### config.mk
export PLATFORM = sky130hd
export DESIGN_NAME = mplc_bit_cpu_nest_flat
export DESIGN_NICKNAME = d
export VERILOG_FILES = /design/src/rtl/mplc_bit_cpu_nest_if.sv /design/src/rtl/mplc_bit_cpu_nest.sv /design/src/flat_wrapper.sv
export SDC_FILE = /design/constraint.sdc
export NUM_CORES = 1
export LEC_CHECK = 0
export BUFFER_PORTS_ARGS = -buffer_cell sky130_fd_sc_hd__buf_4
export CORE_MARGIN = 5
export CORE_UTILIZATION = 62
export CTS_CLUSTER_SIZE = 25
export DETAILED_ROUTE_END_ITERATION = 12
export GPL_TIMING_DRIVEN = 1
export PLACE_DENSITY = 0.81
export SLEW_MARGIN = 25
export SYNTH_ARGS = -nofsm -noshare
export SYNTH_HDL_FRONTEND = slang
export SYNTH_SLANG_ARGS = --single-unit
### constraint.sdc
create_clock -name clk -period 4.2 [get_ports clk]
set_input_delay 0.84 -clock clk [delete_from_list [all_inputs] [get_ports clk]]
set_output_delay 0.84 -clock clk [all_outputs]
set_load 0.05 [all_outputs]
### src/rtl/mplc_bit_cpu_nest_if.sv
// ----------------------------------------------------------------------------
// mplc_bit_cpu_nest_if
//   Bundles every signal of the single-bit IL processor except clk/rst.
//   Groups: control (run, hold), program bus (i_a, i_d), data bus
//   (d_a, d_i, d_o, d_oe, d_we, d_rdy) and status (sp, err).
//   master : processor side (drives addresses, data out, strobes, status)
//   slave  : memory / core-controller side
// ----------------------------------------------------------------------------
interface mplc_bit_cpu_nest_if #(
    parameter int IA_W = 12,
    parameter int DA_W = 12,
    parameter int SP_W = 3
);
    logic                run;
    logic                hold;
    logic [IA_W-1:0]     i_a;
    logic [DA_W+5:0]     i_d;
    logic [DA_W-1:0]     d_a;
    logic                d_i;
    logic                d_o;
    logic                d_oe;
    logic                d_we;
    logic                d_rdy;
    logic [SP_W-1:0]     sp;
    logic                err;

    modport master (
        input  run, hold, i_d, d_i, d_rdy,
        output i_a, d_a, d_o, d_oe, d_we, sp, err
    );

    modport slave (
        output run, hold, i_d, d_i, d_rdy,
        input  i_a, d_a, d_o, d_oe, d_we, sp, err
    );
endinterface

### src/rtl/mplc_bit_cpu_nest.sv
// ----------------------------------------------------------------------------
// mplc_bit_cpu_nest
//   Three-stage (IF / DAT / EXE) single-bit instruction-list processor with a
//   LIFO parenthesis stack, S/R instructions and sticky stack-error flag.
//   Instruction word: {opc[3:0], mod[1:0], adr[DA_W-1:0]}.
// Ports
//   clk  : rising-edge clock
//   rst  : asynchronous active-high reset; release is re-synchronised over
//          two edges before the pipeline starts fetching
//   bus  : master modport of mplc_bit_cpu_nest_if (program bus, data bus,
//          run/hold control, sp/err status)
// ----------------------------------------------------------------------------
module mplc_bit_cpu_nest #(
    parameter int IA_W  = 12,
    parameter int DA_W  = 12,
    parameter int STK_D = 4,
    parameter int SP_W  = 3
) (
    input  logic                 clk,
    input  logic                 rst,
    mplc_bit_cpu_nest_if.master  bus
);
    localparam int IW = DA_W + 6;

    localparam logic [3:0] OP_LD    = 4'h1;
    localparam logic [3:0] OP_LDN   = 4'h2;
    localparam logic [3:0] OP_ST    = 4'h3;
    localparam logic [3:0] OP_STN   = 4'h4;
    localparam logic [3:0] OP_AND   = 4'h5;
    localparam logic [3:0] OP_ANDN  = 4'h6;
    localparam logic [3:0] OP_OR    = 4'h7;
    localparam logic [3:0] OP_ORN   = 4'h8;
    localparam logic [3:0] OP_XOR   = 4'h9;
    localparam logic [3:0] OP_XORN  = 4'hA;
    localparam logic [3:0] OP_JMP   = 4'hB;
    localparam logic [3:0] OP_JMPC  = 4'hC;
    localparam logic [3:0] OP_JMPCN = 4'hD;
    localparam logic [3:0] OP_S     = 4'hE;

    localparam logic [1:0] MOD_NONE = 2'b00;
    localparam logic [1:0] MOD_PUSH = 2'b01;
    localparam logic [1:0] MOD_POP  = 2'b10;

    typedef struct packed {
        logic [3:0] opc;
        logic       cr;
    } stk_ent_t;

    function automatic logic is_logic(input logic [3:0] opc);
        return opc inside {OP_LD, OP_LDN, OP_AND, OP_ANDN, OP_OR, OP_ORN, OP_XOR, OP_XORN};
    endfunction

    function automatic logic is_inv(input logic [3:0] opc);
        return opc inside {OP_LDN, OP_ANDN, OP_ORN, OP_XORN};
    endfunction

    function automatic logic is_store(input logic [3:0] opc);
        return opc inside {OP_ST, OP_STN, OP_S, 4'hF};
    endfunction

    // acc is the accumulator side, val the operand (data bit or inner result)
    function automatic logic logic_op(input logic [3:0] opc, input logic acc, input logic val);
        logic r;
        case (opc)
            OP_LD:   r = val;
            OP_LDN:  r = ~val;
            OP_AND:  r = acc & val;
            OP_ANDN: r = acc & ~val;
            OP_OR:   r = acc | val;
            OP_ORN:  r = acc | ~val;
            OP_XOR:  r = acc ^ val;
            OP_XORN: r = acc ^ ~val;
            default: r = acc;
        endcase
        return r;
    endfunction

    // ---------------------------------------------------------------- state
    logic [1:0]      rst_sync_q, rst_sync_d;
    logic [IA_W-1:0] ip_q, ip_d;
    logic [IW-1:0]   ir_dat_q, ir_dat_d;
    logic [IW-1:0]   ir_exe_q, ir_exe_d;
    logic            din_q, din_d;
    logic            cr_q, cr_d;
    logic [SP_W-1:0] sp_q, sp_d;
    logic            err_q, err_d;
    stk_ent_t        stk_q [STK_D];
    stk_ent_t        stk_d [STK_D];

    // --------------------------------------------------------------- fields
    logic [3:0]      exe_opc, dat_opc;
    logic [1:0]      exe_mod, dat_mod;
    logic [DA_W-1:0] exe_adr, dat_adr;

    assign exe_opc = ir_exe_q[IW-1 -: 4];
    assign exe_mod = ir_exe_q[DA_W+1:DA_W];
    assign exe_adr = ir_exe_q[DA_W-1:0];
    assign dat_opc = ir_dat_q[IW-1 -: 4];
    assign dat_mod = ir_dat_q[DA_W+1:DA_W];
    assign dat_adr = ir_dat_q[DA_W-1:0];

    // Pipeline runs only once the released reset has passed both sync stages.
    logic active;
    assign active = bus.run & ~rst_sync_q[1];

    // ----------------------------------------------------------- EXE decode
    logic     exe_opok, exe_push, exe_pop, exe_wr_cr;
    logic     err_set, jump_taken, push_en;
    stk_ent_t pop_ent, push_ent;

    always_comb begin
        exe_opok  = (exe_mod == MOD_NONE) || (exe_mod == MOD_PUSH);
        exe_push  = (exe_mod == MOD_PUSH) && is_logic(exe_opc);
        exe_pop   = (exe_mod == MOD_POP);
        exe_wr_cr = (exe_opok && is_logic(exe_opc)) || exe_pop;
        err_set   = ~err_q && ((exe_push && (sp_q == SP_W'(STK_D))) ||
                               (exe_pop  && (sp_q == '0)));
        jump_taken = ~err_q && exe_opok &&
                     ((exe_opc == OP_JMP) ||
                      ((exe_opc == OP_JMPC)  &&  cr_q) ||
                      ((exe_opc == OP_JMPCN) && ~cr_q));
        pop_ent = '0;
        for (int i = 0; i < STK_D; i++) begin
            if (SP_W'(i + 1) == sp_q) pop_ent = stk_q[i];
        end
        push_ent = stk_ent_t'{opc: exe_opc, cr: cr_q};
    end

    // Each stack slot only changes when a push lands exactly on it.
    for (genvar gi = 0; gi < STK_D; gi++) begin : g_stk
        assign stk_d[gi] = (push_en && (sp_q == SP_W'(gi))) ? push_ent : stk_q[gi];
    end

    // ----------------------------------------------------------- DAT decode
    logic dat_opok, dat_rd, dat_st, hazard, st_en, kill, dat_stall;
    logic d_oe, d_we, d_o;

    always_comb begin
        dat_opok = (dat_mod == MOD_NONE) || (dat_mod == MOD_PUSH);
        dat_rd   = dat_opok && is_logic(dat_opc);
        dat_st   = dat_opok && is_store(dat_opc);
        // A store needs the CR the EXE instruction is still producing.
        hazard   = dat_st && exe_wr_cr;
        // S/R only write when CR=1; ST/STN always write.
        st_en    = (dat_opc == OP_ST) || (dat_opc == OP_STN) || cr_q;
        // Slot behind a taken jump or a stack error must not touch memory.
        kill     = jump_taken || err_set || err_q;
        d_oe     = dat_rd && ~kill;
        d_we     = dat_st && ~hazard && st_en && ~kill;
        dat_stall = hazard || ((d_oe || d_we) && ~bus.d_rdy);
        case (dat_opc)
            OP_ST:   d_o = cr_q;
            OP_STN:  d_o = ~cr_q;
            OP_S:    d_o = 1'b1;
            default: d_o = 1'b0;
        endcase
    end

    // ------------------------------------------------------------ next state
    always_comb begin
        rst_sync_d = {rst_sync_q[0], 1'b0};
        ip_d       = ip_q;
        ir_dat_d   = ir_dat_q;
        ir_exe_d   = '0;
        din_d      = bus.d_i;
        cr_d       = cr_q;
        sp_d       = sp_q;
        err_d      = err_q;
        push_en    = 1'b0;

        if (!active) begin
            ip_d     = '0;
            ir_dat_d = '0;
            cr_d     = 1'b0;
            sp_d     = '0;
            err_d    = 1'b0;
        end else if (err_q) begin
            // Frozen until run drops or rst: IP held, pipeline filled with NOPs.
            ir_dat_d = '0;
        end else begin
            // EXE: a faulting push/pop leaves CR and SP untouched.
            if (err_set) begin
                err_d = 1'b1;
            end else if (exe_push) begin
                push_en = 1'b1;
                sp_d    = sp_q + SP_W'(1);
                cr_d    = is_inv(exe_opc) ? ~din_q : din_q;
            end else if (exe_pop) begin
                sp_d = sp_q - SP_W'(1);
                cr_d = logic_op(pop_ent.opc, pop_ent.cr, cr_q);
            end else if ((exe_mod == MOD_NONE) && is_logic(exe_opc)) begin
                cr_d = logic_op(exe_opc, cr_q, din_q);
            end

            // IF/DAT advance
            if (err_set) begin
                ir_dat_d = '0;
            end else if (jump_taken) begin
                ip_d     = IA_W'(exe_adr);
                ir_dat_d = '0;
            end else if (dat_stall) begin
                ir_dat_d = ir_dat_q;
            end else begin
                ir_exe_d = ir_dat_q;
                if (bus.hold) begin
                    ir_dat_d = '0;
                end else begin
                    ir_dat_d = bus.i_d;
                    ip_d     = ip_q + IA_W'(1);
                end
            end
        end
    end

    always_ff @(posedge clk or posedge rst) begin
        if (rst) begin
            rst_sync_q <= 2'b11;
            ip_q       <= '0;
            ir_dat_q   <= '0;
            ir_exe_q   <= '0;
            din_q      <= 1'b0;
            cr_q       <= 1'b0;
            sp_q       <= '0;
            err_q      <= 1'b0;
            for (int i = 0; i < STK_D; i++) stk_q[i] <= '0;
        end else begin
            rst_sync_q <= rst_sync_d;
            ip_q       <= ip_d;
            ir_dat_q   <= ir_dat_d;
            ir_exe_q   <= ir_exe_d;
            din_q      <= din_d;
            cr_q       <= cr_d;
            sp_q       <= sp_d;
            err_q      <= err_d;
            stk_q      <= stk_d;
        end
    end

    // --------------------------------------------------------------- outputs
    assign bus.i_a  = ip_q;
    assign bus.d_a  = dat_adr;
    assign bus.d_o  = d_o;
    assign bus.d_oe = d_oe;
    assign bus.d_we = d_we;
    assign bus.sp   = sp_q;
    assign bus.err  = err_q;
endmodule
### src/flat_wrapper.sv
// flat-port wrapper written by rule: the top's interface ports become plain ports
module mplc_bit_cpu_nest_flat 
#(
    parameter int IA_W  = 12,
    parameter int DA_W  = 12,
    parameter int STK_D = 4,
    parameter int SP_W  = 3
)
  (clk, rst, bus_run, bus_hold, bus_i_d, bus_d_i, bus_d_rdy, bus_i_a, bus_d_a, bus_d_o, bus_d_oe, bus_d_we, bus_sp, bus_err);
  mplc_bit_cpu_nest_if #(.IA_W(IA_W), .DA_W(DA_W), .SP_W(SP_W)) bus_i ();
  input  logic clk;
  input  logic rst;
  input wire logic [$bits(bus_i.run)-1:0] bus_run;
  input wire logic [$bits(bus_i.hold)-1:0] bus_hold;
  input wire logic [$bits(bus_i.i_d)-1:0] bus_i_d;
  input wire logic [$bits(bus_i.d_i)-1:0] bus_d_i;
  input wire logic [$bits(bus_i.d_rdy)-1:0] bus_d_rdy;
  output wire logic [$bits(bus_i.i_a)-1:0] bus_i_a;
  output wire logic [$bits(bus_i.d_a)-1:0] bus_d_a;
  output wire logic [$bits(bus_i.d_o)-1:0] bus_d_o;
  output wire logic [$bits(bus_i.d_oe)-1:0] bus_d_oe;
  output wire logic [$bits(bus_i.d_we)-1:0] bus_d_we;
  output wire logic [$bits(bus_i.sp)-1:0] bus_sp;
  output wire logic [$bits(bus_i.err)-1:0] bus_err;
  assign bus_i.run = bus_run;
  assign bus_i.hold = bus_hold;
  assign bus_i.i_d = bus_i_d;
  assign bus_i.d_i = bus_d_i;
  assign bus_i.d_rdy = bus_d_rdy;
  assign bus_i_a = bus_i.i_a;
  assign bus_d_a = bus_i.d_a;
  assign bus_d_o = bus_i.d_o;
  assign bus_d_oe = bus_i.d_oe;
  assign bus_d_we = bus_i.d_we;
  assign bus_sp = bus_i.sp;
  assign bus_err = bus_i.err;
  mplc_bit_cpu_nest #(.IA_W(IA_W), .DA_W(DA_W), .STK_D(STK_D), .SP_W(SP_W)) u_core (.clk(clk), .rst(rst), .bus(bus_i));
endmodule
Word-level counts from Yosys, hierarchy flattened
Cells that the tools add are included.

Bits in registers: 76. Input bits: 24. Output and inout bits: 31. Word-level logic and storage cells: 177.

Add/subtract/negate cells: 3. Eq/ne operators: 51. Multiplexer cells: 43. Bitwise logic cells: 20. Reduce and logical (&&, ||, !) cells: 44.

Operators with widths (count): 2-to-1 mux 18 bit (11); 2-to-1 mux 12 bit (6); equality test 4 bit, second input constant (14); equality test 4 x 3 -> 1 bit, second input constant (10); logical AND 1 bit (22); 2-to-1 mux 5 bit (4); equality test 4 x 2 -> 1 bit, second input constant (4); case mux 1 bit (8 select lines) (2); nonzero test 8 bit (2); 2-to-1 mux 3 bit (5); 2-to-1 mux 1 bit (14); adder 12 x 1 -> 12 bit, second input constant (1); equality test 4 x 1 -> 1 bit, second input constant (3); logical OR 1 bit (12); != test 11 bit, second input constant (1); != test 3 bit, second input constant (3); != test 4 bit, second input constant (2); nonzero test 4 bit (2); inverter 1 bit (7); equality test 2 x 3 -> 1 bit, first input constant (2); equality test 3 x 2 -> 1 bit, second input constant (2); AND 1 bit (5); != test 5 x 4 -> 1 bit, second input constant (1); AND reduction 5 bit (1); other kinds (16) (25).

Depth between registers and ports, before layout
Gate-level depths: netlist of run 1.

Depth after elaboration: 18. Mapped depth: 12. Mapped depth without buffers: 9.

Worst setup path before layout of run 1
Ideal clock, no wire load.

Kind: flip-flop to output port. Start point: reg u_core.sp_q[0] (netlist: u_core.bus.sp[0]). End point: out bus_d_oe. Arrival time: 2.595 ns. Data required time: 3.360 ns. Path slack: 0.765 ns. Stages on the path, launching flop included: 9. Buffers on the path: 2. Cells stage by stage: dfrtp_1 inv_1 ha_1 clkbuf_1 nand2_1 o21a_1 nand2_1 clkbuf_1 nor2_1.

Longest elaborated chain between the ends: 8. Elaborated cells between the ends (all ways): 10. Classes of those cells: eq/ne (1); bitwise (1); reduce/logical (8).

Ends and longest elaborated chain: start: declaration (line mplc_bit_cpu_nest.sv:85) `logic [SP_W-1:0] sp_q, sp_d;`; start signal: assignment (line mplc_bit_cpu_nest.sv:233) `sp_q <= sp_d;`; equality test 3 bit / zero test 3 bit (equally long branches) (line mplc_bit_cpu_nest.sv:116, mplc_bit_cpu_nest.sv:117); logical AND 1 bit (on tied branches) (line mplc_bit_cpu_nest.sv:116, mplc_bit_cpu_nest.sv:117); logical OR 1 bit * (line mplc_bit_cpu_nest.sv:116) `err_set = ~err_q && ((exe_push && (sp_q == SP_W'(STK_D))) ||`; logical AND 1 bit * (line mplc_bit_cpu_nest.sv:116); logical OR 1 bit * (2 in a row) (line mplc_bit_cpu_nest.sv:147) `kill = jump_taken || err_set || err_q;`; inverter 1 bit * (line mplc_bit_cpu_nest.sv:148) `d_oe = dat_rd && ~kill;`; logical AND 1 bit * (line mplc_bit_cpu_nest.sv:148); end: declaration (line flat_wrapper.sv:21) `output wire logic [$bits(bus_i.d_oe)-1:0] bus_d_oe;`.

Every way passes the cells marked *; elsewhere a longest branch is shown, timed or not.

Final worst setup path of run 1
Start point: reg u_core.cr_q. End point: out bus_d_we.

Longest elaborated chain between the ends: 8. Elaborated cells between the ends (all ways): 12. Classes of those cells: bitwise (2); reduce/logical (10).

Ends and longest elaborated chain: start: declaration (line mplc_bit_cpu_nest.sv:84) `logic cr_q, cr_d;`; start signal: assignment (line mplc_bit_cpu_nest.sv:232) `cr_q <= cr_d;`; logical AND 1 bit / inverter 1 bit (equally long branches) (line mplc_bit_cpu_nest.sv:120, mplc_bit_cpu_nest.sv:121); logical OR 1 bit / logical AND 1 bit (equally long branches) (line mplc_bit_cpu_nest.sv:119, mplc_bit_cpu_nest.sv:121); logical OR 1 bit (line mplc_bit_cpu_nest.sv:120) `((exe_opc == OP_JMPC) && cr_q) ||`; logical AND 1 bit (line mplc_bit_cpu_nest.sv:118) `jump_taken = ~err_q && exe_opok &&`; logical OR 1 bit (2 in a row) (line mplc_bit_cpu_nest.sv:147); inverter 1 bit (line mplc_bit_cpu_nest.sv:149) `d_we = dat_st && ~hazard && st_en && ~kill;`; logical AND 1 bit * (line mplc_bit_cpu_nest.sv:149); end: declaration (line flat_wrapper.sv:22) `output wire logic [$bits(bus_i.d_we)-1:0] bus_d_we;`.

Marks and branches as above.

==> results of run 1 <==
-- flip-flops by register name, indices dropped and copies added (netlist names) --
register,cells
u_core.bus.err,1
u_core.bus.i_a,12
u_core.bus.sp,3
u_core.cr_q,1
u_core.din_q,1
u_core.ir_dat_q,18
u_core.ir_exe_q,18
u_core.rst_sync_q,2
u_core.stk_q,20
-- how the worst max path moves through the flow --
stage,start,to,cells after the start
after floorplan,u_core.bus.sp[0],bus_d_oe,8
after global placement,u_core.cr_q,bus_d_we,7
after detailed placement,u_core.cr_q,bus_d_we,7
after CTS,u_core.cr_q,bus_d_we,7
after global routing,u_core.ir_exe_q[14],bus_d_we,7
final,u_core.cr_q,bus_d_we,7
-- metal layers --
metal	vias to the layer above	track usage [%]	part of all wire (%)
met3	15	5.207	6.0
met2	119	33.35	45
met4	0	8.068	1.6
li1	1635	-	-
met1	1608	34.15	47
met5	-	0	0
-- cells by family (layout without fill, tap and decap cells) --
logic type | after synthesis | count (layout) | synth area share, %
fa+ha+maj | 7 | 7 | 2.139
simple gates | 160 | 160 | 20.60
xor+xnor | 6 | 6 | 1.284
buf+inv | 65 | 102 | 7.885
other cells | 1 | 1 | 0.09160
mux | 15 | 15 | 4.034
flops | 76 | 76 | 46.52
compound gates | 107 | 107 | 17.45
-- layout make-up --
| type | count | area [um2] | share of cell area [%] |
|---|---|---|---|
| Clock buffer | 9 | 123.9 | 2.673 |
| Inverter | 26 | 97.59 | 2.106 |
| Multi-Input combinational cell | 296 | 1876 | 40.47 |
| Clock inverter | 7 | 82.58 | 1.782 |
| Timing Repair Buffer | 60 | 454.2 | 9.800 |
| Tap cell | 77 | 96.34 | 2.079 |
| Sequential cell | 76 | 1904 | 41.09 |
-- critical path: cells and delay by family (launching register included) --
kind	cells	cell delay, ps
buf+inv	2	450
compound gates	1	300
simple gates	3	960
xor+xnor	1	140
flops	1	690
-- Yosys cell counts, types with 11 or more instances --
| library cell | instances |
|---|---|
| mux2_2 | 12 |
| o21ai_1 | 17 |
| nand3_1 | 26 |
| a21oi_1 | 23 |
| nor3_1 | 11 |
| nor2_1 | 24 |
| nand2_1 | 44 |
| clkbuf_1 | 15 |
| nor4_1 | 23 |
| inv_1 | 26 |
| o21ai_0 | 14 |
| buf_4 | 13 |
| dfrtp_1 | 74 |
-- per-stage QoR --
stage                     hold WS, ps  instance area (um2)
after floorplan                 345.2                 4094
after global placement          345.9                 4424
after detailed placement        350.1                 4424
after CTS                       361.6                 4631
after global routing            367.3                 4634
final                           360.0                 4634
-- power groups by stage --
stage / Sequential, mW / Combinational, mW / Clock, mW
floorplan: 0.763 / 0.0804 / 0
global placement: 0.763 / 0.115 / 0
detailed placement: 0.764 / 0.116 / 0
CTS: 0.749 / 0.117 / 0.588
global route: 0.751 / 0.129 / 0.624
finish: 0.750 / 0.117 / 0.583
==> flow_summary.toml, run 1 <==
[global_routing]
grt_max_degree = 77
track_usage_pct = 23.03
grt_antenna_before_repair = 0
grt_pass1_vias = 3166
grt_pass1_wl_um = 15590
overflow = 0

[drt]
drtAntennaViolNets = 0
wirelength_um = 9283
drc = 0
dr.pass1.iters = 5
post_drt_wl_per_cell_um = 16.85
vias = 3377
detailedRoute.firstIterationViolations = 255
viasPerCell = 6.129

[critical_path]
cp_slowest_cell = "or4b_1"
crit_fanout = 22
start_kind = "flip-flop"
worstPathArrival_ps = 2880
path_cells = "xnor2_1, o31a_1, or4b_1, nand2_1, buf_4, nor2_1, buf_4"
critPathKind = "flip-flop to primary output"
cp.required_ps = 3360
r2r_setup_slack_ps = 930
cpMostUsedCell = "buf_4"
end_kind = "primary output"
r2r-start = "u_core.bus.sp[2]"
timing.rr.end = "u_core.cr_q"
reg2regPathDepth = 9
slowest_delay_ps = 720

[synth]
synth-edff-count = 0
ys_ff_latch = 76
async_flop_share_pct = 100.0
ys_seq_area_share_pct = 46.52
yosysTopAreaCellShare_pct = 45.23
synth_area_mm2 = 0.004094
syn_nets = 468
ys_types = 59
syn_area_per_cell_um2 = 9.368
ys.flop_type = "dfrtp_1"
synth_area_leaders = "dfrtp_1 (45%), nand2_1 (4.0%), nor4_1 (3.5%), mux2_2 (3.3%), nand3_1 (3.2%)"
netlist_instances = 437
synth_warnings = 0
post-synth-top-area-cell = "dfrtp_1"

[clocking]
post-cts-setup-buffer-count = 0
clk_pin_slew_ps = 80
clk_latency_ps = 360
cts-root-buf = "clkbuf_8"
holdBufCountCts = 0
clkSinkCount = 76
cts_buffers = 9
cts_buffer_depth = 2
htree_levels = 3
cts_tree = "built"
cts-resized-gates = 0

[layout]
area_growth_syn_to_layout_pct = 13.20
num-nets-final = 500
fillers = 455
diodes = 0
final_common_cell = "dfrtp_1"
fin_cells = 551
drive_gt1_share_pct = 21.10
fin_util_pct = 72.57
final_cell_mix = "dfrtp_1 (74), buf_4 (59), nand2_1 (44)"

[power]
p_leak_nw = 2.001
p_switching_uw = 385.5
power.share.combinational_pct = 8.1
p_seq_share_pct = 51.7
total_power_mw = 1.449
p_int_mw = 1.063
vdd_drop_max_v = 0.0003093
power_density_mw_per_mm2 = 312.6
clock_power_share_pct = 40.2
sw_frac_of_total_pct = 26.61

[timing]
slew_viol_final = 0
fmax_ghz = 0.2688
post-route-period-util_pct = 88.59
slew_headroom_pct = 35.40
skew_ps = 10.58
rsz0062_at_grt = "false"
period_needed_ps = 3721
setup_slack_ps = 479.2
finalSetupViolCount = 0
setup_tns_ps = 0
worstMarginPinSlew_ps = 967.0
finalHoldViolCount = 0

[job]
cap_violations = 0

[floorplan]
core_mm2 = 0.006386
rows = 29
dieArea_mm2 = 0.008328
ios = 55
initial_core_util_pct = 64.11
dieWidth_um = 91.26
die_h_um = 91.26

[min_path]
hold_end = "u_core.rst_sync_q[1]"
whs_path_depth = 0
hp-class = "flip-flop to flip-flop"
min_from = "u_core.rst_sync_q[0]"

[place]
dp_cells = 535
portBuffers = 54
place.gp.congestion = 0.9282
place_ws_ps = 924.0
dp_hpwl_um = 6448

[status]
status = "finished, final reports clean"
Power figures use the tool's default switching activity.
==> inputs of run 2 (changes only) <==
Settings changed: CORE_UTILIZATION 62 to 53, PLACE_DENSITY 0.81 to 0.7, SKIP_CTS_REPAIR_TIMING set to 1.
==> run 2 against run 1 <==
Sequential share of layout area decreased by 0.37 points. Sequential power about the same. Clock-buffer cell count unchanged. Global-route usage decreased by 3.0 points. Non-clock buffer count increased by 2. Critical path type unchanged. Critical endpoint unchanged. Largest power group unchanged.
==> flow_summary.toml, run 2 (synthesized netlist as in run 1, its figures left out) <==
[timing]
worstMarginPinSlew_ps = 1010
fmax_ghz = 0.2753
finalSetupViolCount = 0
slew_headroom_pct = 32.54
rsz0062_at_grt = "false"
skew_ps = 8.871
finalHoldViolCount = 0
setup_slack_ps = 567.8
setup_tns_ps = 0
post-route-period-util_pct = 86.48
period_needed_ps = 3632
slew_viol_final = 0

[critical_path]
worstPathArrival_ps = 2790
crit_cells = 6
timing.rr.end = "u_core.cr_q"
critPathTopFamily = "simple AND/OR/NAND/NOR gates"
cp.required_ps = 3360
crit_fanout = 14
critPathKind = "flip-flop to primary output"
slowest_delay_ps = 730
reg2regPathDepth = 9
r2r_setup_slack_ps = 860
cp_slowest_cell = "or4b_1"
r2r-start = "u_core.bus.sp[2]"
end_kind = "primary output"
start_kind = "flip-flop"
path_cells = "nand3b_1, o31a_1, or4b_1, nand2_1, nor2_1, buf_4"
crit_buf_inv = 1

[clocking]
cts_tree = "built"
clk_latency_ps = 350
cts_buffer_depth = 2
htree_levels = 3
cts_buffers = 9
clkSinkCount = 76
cts-root-buf = "clkbuf_8"
clk_pin_slew_ps = 80

[layout]
largest_reg_flops = 20
fin_cells = 578
drive_gt1_share_pct = 21.43
largest-register = "u_core.stk_q"
finalInstanceArea_mm2 = 0.004677
num-nets-final = 502
final_cell_mix = "dfrtp_1 (74), buf_4 (62), nand2_1 (44)"
final_common_cell = "dfrtp_1"
diodes = 0
area_growth_syn_to_layout_pct = 14.24
top_regs = "u_core.stk_q x20, u_core.ir_dat_q x18, u_core.ir_exe_q x18"

[drt]
post_drt_wl_per_cell_um = 16.03
detailedRoute.firstIterationViolations = 344
dr.pass1.iters = 5
drtAntennaViolNets = 0
drc = 0
vias = 3350
viasPerCell = 5.796
wirelength_um = 9268

[floorplan]
initial_core_util_pct = 53.82
ios = 55
die_h_um = 97.89
dieArea_mm2 = 0.009582
core_mm2 = 0.007607
dieWidth_um = 97.89
rows = 32

[place]
dp_hpwl_um = 6651
portBuffers = 54
place_ws_ps = 884.6
placed_area_mm2 = 0.004471
dp_cells = 562
place.gp.congestion = 0.8396

[power]
vdd_drop_max_v = 0.0001636
power_density_mw_per_mm2 = 308.4
p_leak_nw = 2.012

[global_routing]
track_usage_pct = 20.05
overflow = 0
grt_pass1_wl_um = 15750
grt_max_degree = 36
grt_pass1_vias = 3186
grt_antenna_before_repair = 0

[min_path]
hp-class = "flip-flop to flip-flop"
whs_path_depth = 0
hold_end = "u_core.rst_sync_q[1]"
min_from = "u_core.rst_sync_q[0]"

[job]
cap_violations = 0

[status]
status = "finished, final reports clean"
run 2: changes by cell type in the layout (fill, tap and decap cells not counted), sizes merged:
cell,before,now
inv,29,30
clkinv,1,0
buf,60,62
run 2: worst max path at each step:
stage	start	to	slack, ps
6_report	u_core.ir_exe_q[14]	bus_d_we	570
3_5_place_dp	u_core.ir_exe_q[14]	u_core.ir_dat_q[14]	880
3_3_place_gp	u_core.bus.sp[2]	u_core.cr_q	940
4_1_cts	u_core.ir_exe_q[14]	bus_d_we	560
5_1_grt	u_core.ir_exe_q[14]	bus_d_we	370
2_1_floorplan	u_core.bus.sp[0]	bus_d_oe	770
run 2: routing by layer:
metal	part of all wire [%]	global-route usage, %
met1	49	29.66
met2	45	29.27
met3	5.6	4.643
met4	0.95	6.283
met5	0	0
run 2: report_power, final:
part / switching, mW / total (mW) / internal (mW) / leakage [nW]
clock: 0.292 / 0.576 / 0.285 / 0.0988
sequential: 0.00812 / 0.749 / 0.741 / 1.05
combinational: 0.0778 / 0.117 / 0.0393 / 0.866
run 2: cell type report:
class,instances,area (um2)
fillers,663,2930
flip-flops and latches,76,1904
multi-input cells,296,1876
repair buffers,62,465.4
well taps,102,127.6
clock buffers,9,123.9
inverters,26,97.59
clock inverters,7,82.58
run 2: per-stage QoR:
step | power, mW | hold WS (ps) | util [%]
3_3_place_gp | 0.8798 | 346.5 | 58.77
4_1_cts | 1.454 | 360.8 | 61.48
6_report | 1.442 | 359.4 | 61.48
2_1_floorplan | 0.8437 | 345.2 | -
3_5_place_dp | 0.8810 | 348.7 | 58.77
5_1_grt | 1.503 | 367.3 | 61.48
==> inputs of run 3 (changes only) <==
Settings changed: MAX_ROUTING_LAYER set to met4, RECOVER_POWER set to 50.
==> run 3 against run 2 <==
Register-to-register slack about the same. Global-route usage rose by 0.69 points. Final cell count is the same. Critical endpoint unchanged.
==> flow_summary.toml, run 3 (synthesized netlist as in run 1, its figures left out) <==
[min_path]
whs_path_depth = 0
hp-class = "flip-flop to flip-flop"
min_from = "u_core.rst_sync_q[0]"

[layout]
finalInstanceArea_mm2 = 0.004621
final_common_cell = "dfrtp_1"
area_growth_syn_to_layout_pct = 12.87
seq_area_mm2 = 0.001904
drive_gt1_share_pct = 18.07
diodes = 0
largest_reg_flops = 20
final_cell_mix = "dfrtp_1 (74), buf_4 (45), nand2_1 (44)"
fin_cells = 578
largest-register = "u_core.stk_q"
multi_input_area_mm2 = 0.001876
fillers = 681
top_regs = "u_core.stk_q x20, u_core.ir_dat_q x18, u_core.ir_exe_q x18"
num-nets-final = 502

[timing]
worstMarginPinSlew_ps = 1462
slew_headroom_pct = 2.531
rsz0062_at_grt = "false"
skew_ps = 8.780
finalHoldViolCount = 0
period_needed_ps = 3628
setup_tns_ps = 0
finalSetupViolCount = 0
fmax_ghz = 0.2756
setup_slack_ps = 571.7
slew_viol_final = 0
post-route-period-util_pct = 86.39
hold_ws_ps = 359.6

[place]
place.gp.congestion = 0.8526
placed_area_mm2 = 0.004471
portBuffers = 54
dp_hpwl_um = 6651
place_ws_ps = 884.6
dp_cells = 562

[floorplan]
die_h_um = 97.89
rows = 32
dieArea_mm2 = 0.009582
core_mm2 = 0.007607
ios = 55
dieWidth_um = 97.89
initial_core_util_pct = 53.82

[critical_path]
crit_fanout = 14
cp.required_ps = 3360
path_cells = "nand3b_1, o31a_1, or4b_1, nand2_1, nor2_1, buf_4"
end_kind = "primary output"
crit_cells = 6
critPathTopFamily = "simple AND/OR/NAND/NOR gates"
cp-startpoint = "u_core.ir_exe_q[14]"
worstPathArrival_ps = 2790
start_kind = "flip-flop"
cp_slowest_cell = "or4b_1"
reg2regPathDepth = 9
crit_buf_inv = 1
slowest_delay_ps = 720
r2r-start = "u_core.bus.sp[2]"
critPathKind = "flip-flop to primary output"

[drt]
detailedRoute.firstIterationViolations = 328
vias = 3384
drtAntennaViolNets = 0
post_drt_wl_per_cell_um = 16.12
dr.pass1.iters = 5
viasPerCell = 5.855
drc = 0
wirelength_um = 9317

[global_routing]
grt_pass1_wl_um = 15770
overflow = 0
grt_antenna_before_repair = 0
grt_pass1_vias = 3185
grt_max_degree = 36
track_usage_pct = 20.74

[job]
cap_violations = 0

[power]
p_leak_nw = 1.951
vdd_drop_max_v = 0.0001630
power_density_mw_per_mm2 = 311.4

[status]
status = "finished, final reports clean"

[clocking]
clk_pin_slew_ps = 80
clk_latency_ps = 350
cts-root-buf = "clkbuf_8"
htree_levels = 3
cts_tree = "built"
clkSinkCount = 76
cts_buffer_depth = 2
cts_buffers = 9
==> run 3: cell count changes in the layout (fill, tap and decap cells not counted) <==
cell,change
buf_4,-17
clkbuf_1,+15
clkbuf_4,+2
inv_1,+1
inv_2,-1
==> run 3: through the flow <==
stage                     util, %  power, mW
after floorplan                 -     0.8437
after global placement      58.77     0.8798
after detailed placement    58.77     0.8810
after CTS                   61.48      1.454
after global routing        60.74      1.500
final                       60.74      1.439
==> run 3: layout make-up <==
cell class / count / area share (%)
multi-input cells: 296 / 40.59
clock inverters: 7 / 1.787
flip-flops and latches: 76 / 41.21
well taps: 102 / 2.762
inverters: 26 / 2.112
repair buffers: 62 / 8.855
clock buffers: 9 / 2.681
==> run 3: power breakdown <==
group | switching (mW) | leakage [nW] | internal [mW] | total [mW]
logic | 0.0779 | 0.805 | 0.0354 | 0.113
registers | 0.00805 | 1.05 | 0.741 | 0.749
clock network | 0.292 | 0.0988 | 0.285 | 0.577
total | 0.378 | 1.95 | 1.06 | 1.44
==> run 3: path summary, 6_finish.rpt <==
check	endpoint	slack [ps]
setup / recovery	bus_d_we	570
hold / removal	u_core.rst_sync_q[1]	360
setup reg to reg	u_core.cr_q	860
hold reg to reg	u_core.rst_sync_q[1]	360
max in group asynchronous	u_core.bus.sp[2]	1670
min in group asynchronous	u_core.ir_dat_q[14]	680
==> run 3: layer usage <==
layer	wire, um	GRT usage, %	vias to the layer above
met1	4595	30.21	1619
met5	0	-	-
met4	68	6.283	0
met2	4162	29.27	119
li1	-	-	1637
met3	491	4.143	9
